`src/rtl/serial_addsub_pkg.sv`:
```
// Shared types and constants for the serial_addsub digit-serial adder/subtractor.
package serial_addsub_pkg;

    typedef enum logic [1:0] {
        IDLE = 2'd0,
        RUN  = 2'd1,
        DONE = 2'd2
    } state_e;

    localparam logic ADD = 1'b1;
    localparam logic SUB = 1'b0;

    // Counter width for n digits; never narrower than one bit so N=1 still elaborates.
    function automatic int cnt_width(input int n);
        return (n > 1) ? $clog2(n) : 1;
    endfunction

endpackage

```
`src/rtl/serial_addsub_if.sv`:
```
// Request/result bundle of serial_addsub; master issues operations, slave computes them.
interface serial_addsub_if #(
    parameter int WIDTH = 8
);
    logic             start;
    logic             a_ns;
    logic             cin;
    logic [WIDTH-1:0] a;
    logic [WIDTH-1:0] b;
    logic             ready;
    logic             busy;
    logic             done;
    logic [WIDTH-1:0] s;
    logic             cout;
    logic             ovf;

    modport master (
        output start, a_ns, cin, a, b,
        input  ready, busy, done, s, cout, ovf
    );

    modport slave (
        input  start, a_ns, cin, a, b,
        output ready, busy, done, s, cout, ovf
    );
endinterface

```
`src/rtl/serial_addsub_digit.sv`:
```
// Combinational DIGIT-bit ripple-carry slice reused every cycle by serial_addsub.
module addsub_digit #(
    parameter int DIGIT = 1
) (
    input  logic [DIGIT-1:0] x,
    input  logic [DIGIT-1:0] y,
    input  logic             ci,
    output logic [DIGIT-1:0] sum,
    output logic             co
);

    // Ripple the carry through the slice, LSB first.
    always_comb begin : p_ripple
        logic c;
        c   = ci;
        sum = '0;
        for (int i = 0; i < DIGIT; i++) begin
            sum[i] = x[i] ^ y[i] ^ c;
            c      = (x[i] & y[i]) | (c & (x[i] ^ y[i]));
        end
        co = c;
    end

endmodule

```
`src/rtl/serial_addsub.sv`:
```
// Digit-serial WIDTH-bit adder/subtractor: one DIGIT-bit slice per clock with a registered carry,
// start/done handshake, carry/borrow in and signed overflow detection.
module serial_addsub
    import serial_addsub_pkg::*;
#(
    parameter int WIDTH = 8,
    parameter int DIGIT = 1
) (
    input  logic            clk,
    input  logic            rst_n,
    serial_addsub_if.slave  bus
);

    localparam int N  = WIDTH / DIGIT;
    localparam int CW = cnt_width(N);

    if (WIDTH < 2 || DIGIT < 1 || (WIDTH % DIGIT) != 0) begin : g_param_check
        $error("serial_addsub: WIDTH must be >= 2 and a multiple of DIGIT");
    end

    state_e             state_q, state_d;
    logic [CW-1:0]      cnt_q, cnt_d;
    logic               carry_q, carry_d;
    logic [WIDTH-1:0]   a_q, a_d;
    logic [WIDTH-1:0]   b_q, b_d;
    logic [WIDTH-1:0]   res_q, res_d;
    logic [WIDTH-1:0]   s_q, s_d;
    logic               cout_q, cout_d;
    logic               ovf_q, ovf_d;
    logic               done_q, done_d;
    logic               busy_q, busy_d;
    logic               ready_q, ready_d;

    logic [DIGIT-1:0]       sum_s;
    logic                   co_s;
    logic [WIDTH+DIGIT-1:0] res_ext_s;
    logic                   last_s;

    // a_q and b_q shift right each RUN cycle, so the current digit is always at the bottom.
    addsub_digit #(.DIGIT(DIGIT)) u_digit (
        .x   (a_q[DIGIT-1:0]),
        .y   (b_q[DIGIT-1:0]),
        .ci  (carry_q),
        .sum (sum_s),
        .co  (co_s)
    );

    assign res_ext_s = {sum_s, res_q};
    assign last_s    = (cnt_q == CW'(N - 1));

    // Next-state and datapath update for the IDLE/RUN/DONE sequencer.
    always_comb begin
        state_d = state_q;
        cnt_d   = cnt_q;
        carry_d = carry_q;
        a_d     = a_q;
        b_d     = b_q;
        res_d   = res_q;
        s_d     = s_q;
        cout_d  = cout_q;
        ovf_d   = ovf_q;
        done_d  = 1'b0;
        busy_d  = busy_q;
        ready_d = ready_q;

        case (state_q)
            IDLE: begin
                if (bus.start) begin
                    // Subtraction becomes a + ~b + ~borrow, so RUN only ever adds.
                    a_d     = bus.a;
                    b_d     = (bus.a_ns == ADD) ? bus.b : ~bus.b;
                    carry_d = (bus.a_ns == ADD) ? bus.cin : ~bus.cin;
                    cnt_d   = '0;
                    res_d   = '0;
                    busy_d  = 1'b1;
                    ready_d = 1'b0;
                    state_d = RUN;
                end else begin
                    busy_d  = 1'b0;
                    ready_d = 1'b1;
                end
            end
            RUN: begin
                a_d     = a_q >> DIGIT;
                b_d     = b_q >> DIGIT;
                carry_d = co_s;
                res_d   = res_ext_s[WIDTH+DIGIT-1:DIGIT];
                cnt_d   = cnt_q + CW'(1);
                if (last_s) begin
                    // On the top digit the slice inputs' MSBs are the operand sign bits.
                    s_d     = res_ext_s[WIDTH+DIGIT-1:DIGIT];
                    cout_d  = co_s;
                    ovf_d   = (a_q[DIGIT-1] == b_q[DIGIT-1]) && (sum_s[DIGIT-1] != a_q[DIGIT-1]);
                    cnt_d   = '0;
                    done_d  = 1'b1;
                    busy_d  = 1'b0;
                    state_d = DONE;
                end else begin
                    state_d = RUN;
                end
            end
            DONE: begin
                ready_d = 1'b1;
                busy_d  = 1'b0;
                state_d = IDLE;
            end
            default: begin
                ready_d = 1'b1;
                busy_d  = 1'b0;
                state_d = IDLE;
            end
        endcase
    end

    // State, datapath and registered handshake outputs.
    always_ff @(posedge clk or negedge rst_n) begin
        if (!rst_n) begin
            state_q <= IDLE;
            cnt_q   <= '0;
            carry_q <= 1'b0;
            a_q     <= '0;
            b_q     <= '0;
            res_q   <= '0;
            s_q     <= '0;
            cout_q  <= 1'b0;
            ovf_q   <= 1'b0;
            done_q  <= 1'b0;
            busy_q  <= 1'b0;
            ready_q <= 1'b1;
        end else begin
            state_q <= state_d;
            cnt_q   <= cnt_d;
            carry_q <= carry_d;
            a_q     <= a_d;
            b_q     <= b_d;
            res_q   <= res_d;
            s_q     <= s_d;
            cout_q  <= cout_d;
            ovf_q   <= ovf_d;
            done_q  <= done_d;
            busy_q  <= busy_d;
            ready_q <= ready_d;
        end
    end

    assign bus.s     = s_q;
    assign bus.cout  = cout_q;
    assign bus.ovf   = ovf_q;
    assign bus.done  = done_q;
    assign bus.busy  = busy_q;
    assign bus.ready = ready_q;

endmodule

```
`src/flat_wrapper.sv`:
```
// flat-port wrapper written by rule: the top's interface ports become plain ports
module serial_addsub_flat import serial_addsub_pkg::*;
#(
    parameter int WIDTH = 8,
    parameter int DIGIT = 1
)
  (clk, rst_n, bus_start, bus_a_ns, bus_cin, bus_a, bus_b, bus_ready, bus_busy, bus_done, bus_s, bus_cout, bus_ovf);
  serial_addsub_if #(.WIDTH(WIDTH)) bus_i ();
  input  logic clk;
  input  logic rst_n;
  input wire logic [$bits(bus_i.start)-1:0] bus_start;
  input wire logic [$bits(bus_i.a_ns)-1:0] bus_a_ns;
  input wire logic [$bits(bus_i.cin)-1:0] bus_cin;
  input wire logic [$bits(bus_i.a)-1:0] bus_a;
  input wire logic [$bits(bus_i.b)-1:0] bus_b;
  output wire logic [$bits(bus_i.ready)-1:0] bus_ready;
  output wire logic [$bits(bus_i.busy)-1:0] bus_busy;
  output wire logic [$bits(bus_i.done)-1:0] bus_done;
  output wire logic [$bits(bus_i.s)-1:0] bus_s;
  output wire logic [$bits(bus_i.cout)-1:0] bus_cout;
  output wire logic [$bits(bus_i.ovf)-1:0] bus_ovf;
  assign bus_i.start = bus_start;
  assign bus_i.a_ns = bus_a_ns;
  assign bus_i.cin = bus_cin;
  assign bus_i.a = bus_a;
  assign bus_i.b = bus_b;
  assign bus_ready = bus_i.ready;
  assign bus_busy = bus_i.busy;
  assign bus_done = bus_i.done;
  assign bus_s = bus_i.s;
  assign bus_cout = bus_i.cout;
  assign bus_ovf = bus_i.ovf;
  serial_addsub #(.WIDTH(WIDTH), .DIGIT(DIGIT)) u_core (.clk(clk), .rst_n(rst_n), .bus(bus_i));
endmodule
```
`config.mk`:
```
export PLATFORM = sky130hd
export DESIGN_NAME = serial_addsub_flat
export DESIGN_NICKNAME = d
export VERILOG_FILES = /design/src/rtl/serial_addsub_pkg.sv /design/src/rtl/serial_addsub_if.sv /design/src/rtl/serial_addsub_digit.sv /design/src/rtl/serial_addsub.sv /design/src/flat_wrapper.sv
export SDC_FILE = /design/constraint.sdc
export NUM_CORES = 1
export LEC_CHECK = 0
export ABC_AREA = 1
export BUFFER_PORTS_ARGS = -buffer_cell sky130_fd_sc_hd__buf_4
export CORE_MARGIN = 2
export CORE_UTILIZATION = 30
export CTS_BUF_LIST = sky130_fd_sc_hd__clkbuf_4 sky130_fd_sc_hd__clkbuf_8 sky130_fd_sc_hd__clkbuf_16
export CTS_CLUSTER_DIAMETER = 50
export DETAILED_ROUTE_END_ITERATION = 6
export MAX_ROUTING_LAYER = met4
export PLACE_DENSITY = 0.58
export SLEW_MARGIN = 25
export SYNTH_ARGS = -nofsm -noshare
export SYNTH_HDL_FRONTEND = slang
export SYNTH_SLANG_ARGS = --single-unit
export TNS_END_PERCENT = 5
```
`constraint.sdc`:
```
create_clock -name clk -period 1.34 [get_ports clk]
set_input_delay 0.067 -clock clk [delete_from_list [all_inputs] [get_ports clk]]
set_output_delay 0.067 -clock clk [all_outputs]
set_load 0.01 [all_outputs]
```
Word level (Yosys, flattened, before mapping)
Cells that the tools add are included.
Cells by class
  add/sub/neg operators: 1
  reduce and logical (&&, ||, !) cells: 5
  muxes and demuxes: 23
  equality and inequality tests: 6
  bitwise logic cells: 7
Operators with widths (count)
  $pmux 8 s2: 3
  $mux 8: 4
  $not 8->8: 1
  $mux 1: 7
  $mux 3: 2
  $pmux 1 s2: 3
  $pmux 3 s2: 1
  $mux 2: 2
  $pmux 2 s2: 1
  $reduce_and 2->1: 2
  $add 3x1->3 const B: 1
  $eq 3x3->1 const B: 1
  $and 1x1->1: 2
  $eq 2x1->1 const B: 1
  $logic_not 2->1: 1
  $ne 2x1->1 const B: 1
  $ne 2x2->1 const B: 1
  $reduce_bool 2->1: 1
  $xor 1x1->1: 2
  $eq 1x1->1: 1
  $logic_and 1x1->1: 1
  $ne 1x1->1: 1
  $not 1->1: 1
  $or 1x1->1: 1
Word-level totals
  input bits: 21
  register bits: 43
  logic and storage cells: 54
  output and inout port bits: 13

Depth between registers and ports, before layout
  depth in word-level cells: 4
  depth in mapped cells: 8

Cells and area by module
From an unflattened synthesis, not the netlist that was laid out.
Second synthesis, totals
  cells, all modules: 220
  area, all modules: 1936.9 µm²
Modules (own cells, without submodules)
  serial_addsub: instances 1, sequential area each 1052.3 µm², cells an instance 219, area an instance 1916.8 µm²
  addsub_digit: instances 1, sequential area each 0.0 µm², cells an instance 1, area an instance 20.0 µm²

Least setup slack after synthesis
Ideal clock, no wire load.
  path kind: reg-to-reg
  start: register u_core.cnt_q[0]
  end: register u_core.s_q[7], in the netlist u_core.bus.s[7]
  setup slack: -34 ps
  library setup time: 120 ps
  data required time: 1220 ps
  arrival time: 1253 ps
  cell stages (with the launch flop): 8
  clock period less this slack: 1374 ps
  cells stage by stage: dfrtp_1 -> ha_1 -> ha_1 -> inv_1 -> nor2_4 -> inv_2 -> buf_6 -> o21ai_2
Between the ends
  cells in the longest elaborated chain, start to end: 2
Ends and longest elaborated chain
  from (decl): line serial_addsub.sv:22  | logic [CW-1:0] cnt_q, cnt_d;
  from (signal assigned): line serial_addsub.sv:132  | cnt_q <= cnt_d;
  $eq 3x3->1: line serial_addsub.sv:49  | assign last_s = (cnt_q == CW'(N - 1));
  $reduce_and 2->1 (no source line)
  to (signal assigned): line serial_addsub.sv:124  | s_q <= '0;
  to (signal assigned): line serial_addsub.sv:137  | s_q <= s_d;
  to (decl): line serial_addsub.sv:27  | logic [WIDTH-1:0] s_q, s_d;
Every way passes these cells.
A chain may end at the register's enable or synchronous reset.

Worst setup path in the final report
  start: register u_core.carry_q
  end: register u_core.ovf_q, in the netlist u_core.bus.ovf
Between the ends
  cells in the longest elaborated chain, start to end: 3
Ends and longest elaborated chain
  from (decl): line serial_addsub.sv:23  | logic carry_q, carry_d;
  from (signal assigned): line serial_addsub.sv:133  | carry_q <= carry_d;
  $xor 1x1->1: line serial_addsub_digit.sv:18  | sum[i] = x[i] ^ y[i] ^ c;
  $ne 1x1->1: line serial_addsub.sv:93  | ovf_d = (a_q[DIGIT-1] == b_q[DIGIT-1]) && (sum_s[DIGIT-1] != a_q[DIGIT-1]);
  $logic_and 1x1->1: line serial_addsub.sv:93
  to (signal assigned): line serial_addsub.sv:139  | ovf_q <= ovf_d;
  to (decl): line serial_addsub.sv:29  | logic ovf_q, ovf_d;
Every way passes these cells.

==> results by group <==
Global routing
  – GRT Residual Overflow: 0
  – GRT Max-Usage Layer: met2
  – Antenna violations before repair: 0
  – Largest net degree at the start of global routing: 43
  – Met2 Usage GRT: 0.179
  – First-pass GRT wire length: 6130 um
  – Vias in the first global route: ~1400
  – GRT Util Overall: 0.108
  – GRT met1 Usage: 0.127
  – Grt met3 use: 0.0263

Critical path
  – Max FO, Critical Path: 3
  – Startpoint types: flip-flop
  – Critical path class: flip-flop to flip-flop
  – Critical Path AT: roughly 1.5 ns
  – Required @ worst endpoint: ~1.6 ns
  – Crit. End Element: flip-flop

Cells and area
  – Synthesis-to-layout area growth: 25.4%
  – Fillers: 662
  – Fraction of layout instances using a drive strength above 1: 0.281
  – Most frequent cells in the layout: 82 x nand2_1, 41 x buf_4, 41 x dfrtp_1
  – Antenna fix cells: 0
  – Commonest non-fill, non-tap cell in the layout: nand2_1
  – Layout Nets: 306
  – Core Util, Final: 0.389

Detailed routing
  – Wire per inst: 10.0 um
  – DR vias/cell: around 4.3
  – Routed via count: 1536
  – TritonRoute pass-1 iters: 4
  – Residual DRC: 0
  – Iter 0 DRT Violations: 69
  – Detail Route Antenna Nets: 0
  – Post-Route WL: 3590 um

STA
  – Period utilization: 0.981
  – RSZ-0062 raised after global routing: yes
  – Worst rel slew slack: 0.657
  – Worst-margin pin slew: 0.515 ns
  – Final count of negative-setup-slack endpoints: 0
  – Hold Violations, Final: 0
  – FMAX: 760 MHz
  – Min cycle time layout: roughly 1.3 ns
  – Fin. max-slew vios: 0
  – Worst Skew: 0.00690 ns
  – Post-route setup TNS: 0 ns

Synthesis
  – Post-synth cell types: 19
  – Synth warn: 0
  – Flops & latches, synth: 42
  – Post-synthesis sequential area ratio: 0.531
  – Syn Std Cell Area: about 0.0020 mm^2
  – Post-Syn Area per Cell: 8.29 um^2
  – Mapped Cells: 239
  – Post-Syn Nets: 264

CTS
  – Maximum root-to-sink buffer count: 2
  – Worst skew pair latency: 0.28 ns
  – CTS Root Cell: clkbuf_8
  – TritonCTS buffer count: 5
  – Sink Count: 42
  – CTS clock-pin slew for the worst setup and hold paths: 0.07 ns
  – Htree depth: 2
  – TritonCTS clock tree: yes

Placed design
  – GPL Wtd Cong: between 0.6 and 0.7
  – HPWL after detailed placement: roughly 2400 um
  – I/O Buffers: 33

Die
  – Core Rows: 29
  – I/O pins: 34
  – Die area: 0.00727 mm^2
  – Die X: around 85 um
  – Core area: 0.00639 mm^2
  – Die H: 85.3 um
  – Initial Util: 0.310

Power
  – Pwr dens: 2230 mW/mm^2
  – Max rail drop VDD: 0.000950 V
  – Pleak: about 0.0013 uW

Status
  – Status: complete, no violations

Flow run
  – Max Cap Viol: 0

Min path
  – Hold Crit Class: primary input to flip-flop
==> repair_timing <==
action	CTS	global route
hold buffers	1	0
setup endpoints to repair	2	12
pin swaps	0	1
setup buffers	1	1
gates resized for setup	0	3
hold endpoints to repair	41	0
==> flip-flops by register name, summed over array words and instances (netlist names), 2 cells and up <==
name and cells:
u_core.a_q 8, u_core.b_q 8, u_core.bus.s 8, u_core.cnt_q 3
u_core.res_q 7, u_core.state_q 2
==> power breakdown <==
group	leakage (uW)	switching, uW	internal [uW]
registers	0.000519	278	1880
clock network	0.0000438	398	350
logic	0.000727	1420	1210
total	0.00129	2090	3440
==> worst max-delay path: stages (launching register included) <==
cell     delay, ns
dfrtp_1       0.37
inv_2         0.05
fa_2          0.58
nor2_1        0.05
nor2_1        0.08
nand3_1       0.07
nand2_1       0.06
==> synthesized netlist by cell type, drive strengths merged <==
| master | instances | area share |
|---|---|---|
| buf | 10 | 0.030 |
| inv | 24 | 0.045 |
| nand2 | 84 | 0.16 |
| nor2 | 27 | 0.055 |
| o22ai | 7 | 0.022 |
| dfrtp | 41 | 0.52 |
| o21ai | 20 | 0.068 |
| nand3 | 12 | 0.030 |
| dfstp | 1 | 0.013 |
| ha | 3 | 0.019 |
| fa | 1 | 0.010 |
| or2 | 9 | 0.028 |
==> logic make-up after synthesis <==
family,share of synthesized area
simple gates,0.275
flops,0.531
buf+inv,0.0751
compound gates,0.0896
fa+ha+maj,0.0290
==> worst paths after layout <==
path	end	slack (ns)	start	depth (start not counted)
setup / recovery	u_core.bus.ovf	0.02	u_core.carry_q	6
hold / removal	u_core.a_q[7]	0.06	bus_a[7]	3
setup reg to reg	u_core.bus.ovf	0.02	u_core.carry_q	6
hold reg to reg	u_core.bus.ready	0.47	u_core.bus.ready	2
max in group asynchronous	u_core.bus.ready	0.68	rst_n	2
min in group asynchronous	u_core.bus.busy	0.29	rst_n	2
==> routing by layer <==
| metal | up-vias | wire (um) |
|---|---|---|
| met4 | 0 | 52 |
| li1 | 814 | - |
| met5 | - | 0 |
| met2 | 29 | 1670 |
| met1 | 689 | 1720 |
| met3 | 4 | 147 |
==> per-stage QoR <==
stage	hold WS [ns]	total power, uW	setup slack (ns)	std cells	instance area (um^2)
6_report	0.0627	5540	0.0248	358	2480
4_1_cts	0.0523	5590	0.0114	357	2470
5_1_grt	0.0512	6110	-0.0805	358	2480
3_3_place_gp	0.0905	4730	0.0271	348	2380
3_5_place_dp	0.0884	4790	-0.0147	348	2380
2_1_floorplan	-0.229	3890	0.0119	239	1980
==> layout make-up <==
type	count	area [um^2]	area share
Clock buffer	5	68.8	0.0277
Timing Repair Buffer	45	378	0.152
Tap cell	77	96.3	0.0388
Sequential cell	42	1050	0.423
Clock inverter	2	10.0	0.00403
Multi-Input combinational cell	163	790	0.318
Inverter	24	90.1	0.0363
Note: power is estimated with default switching activity, not from simulation.
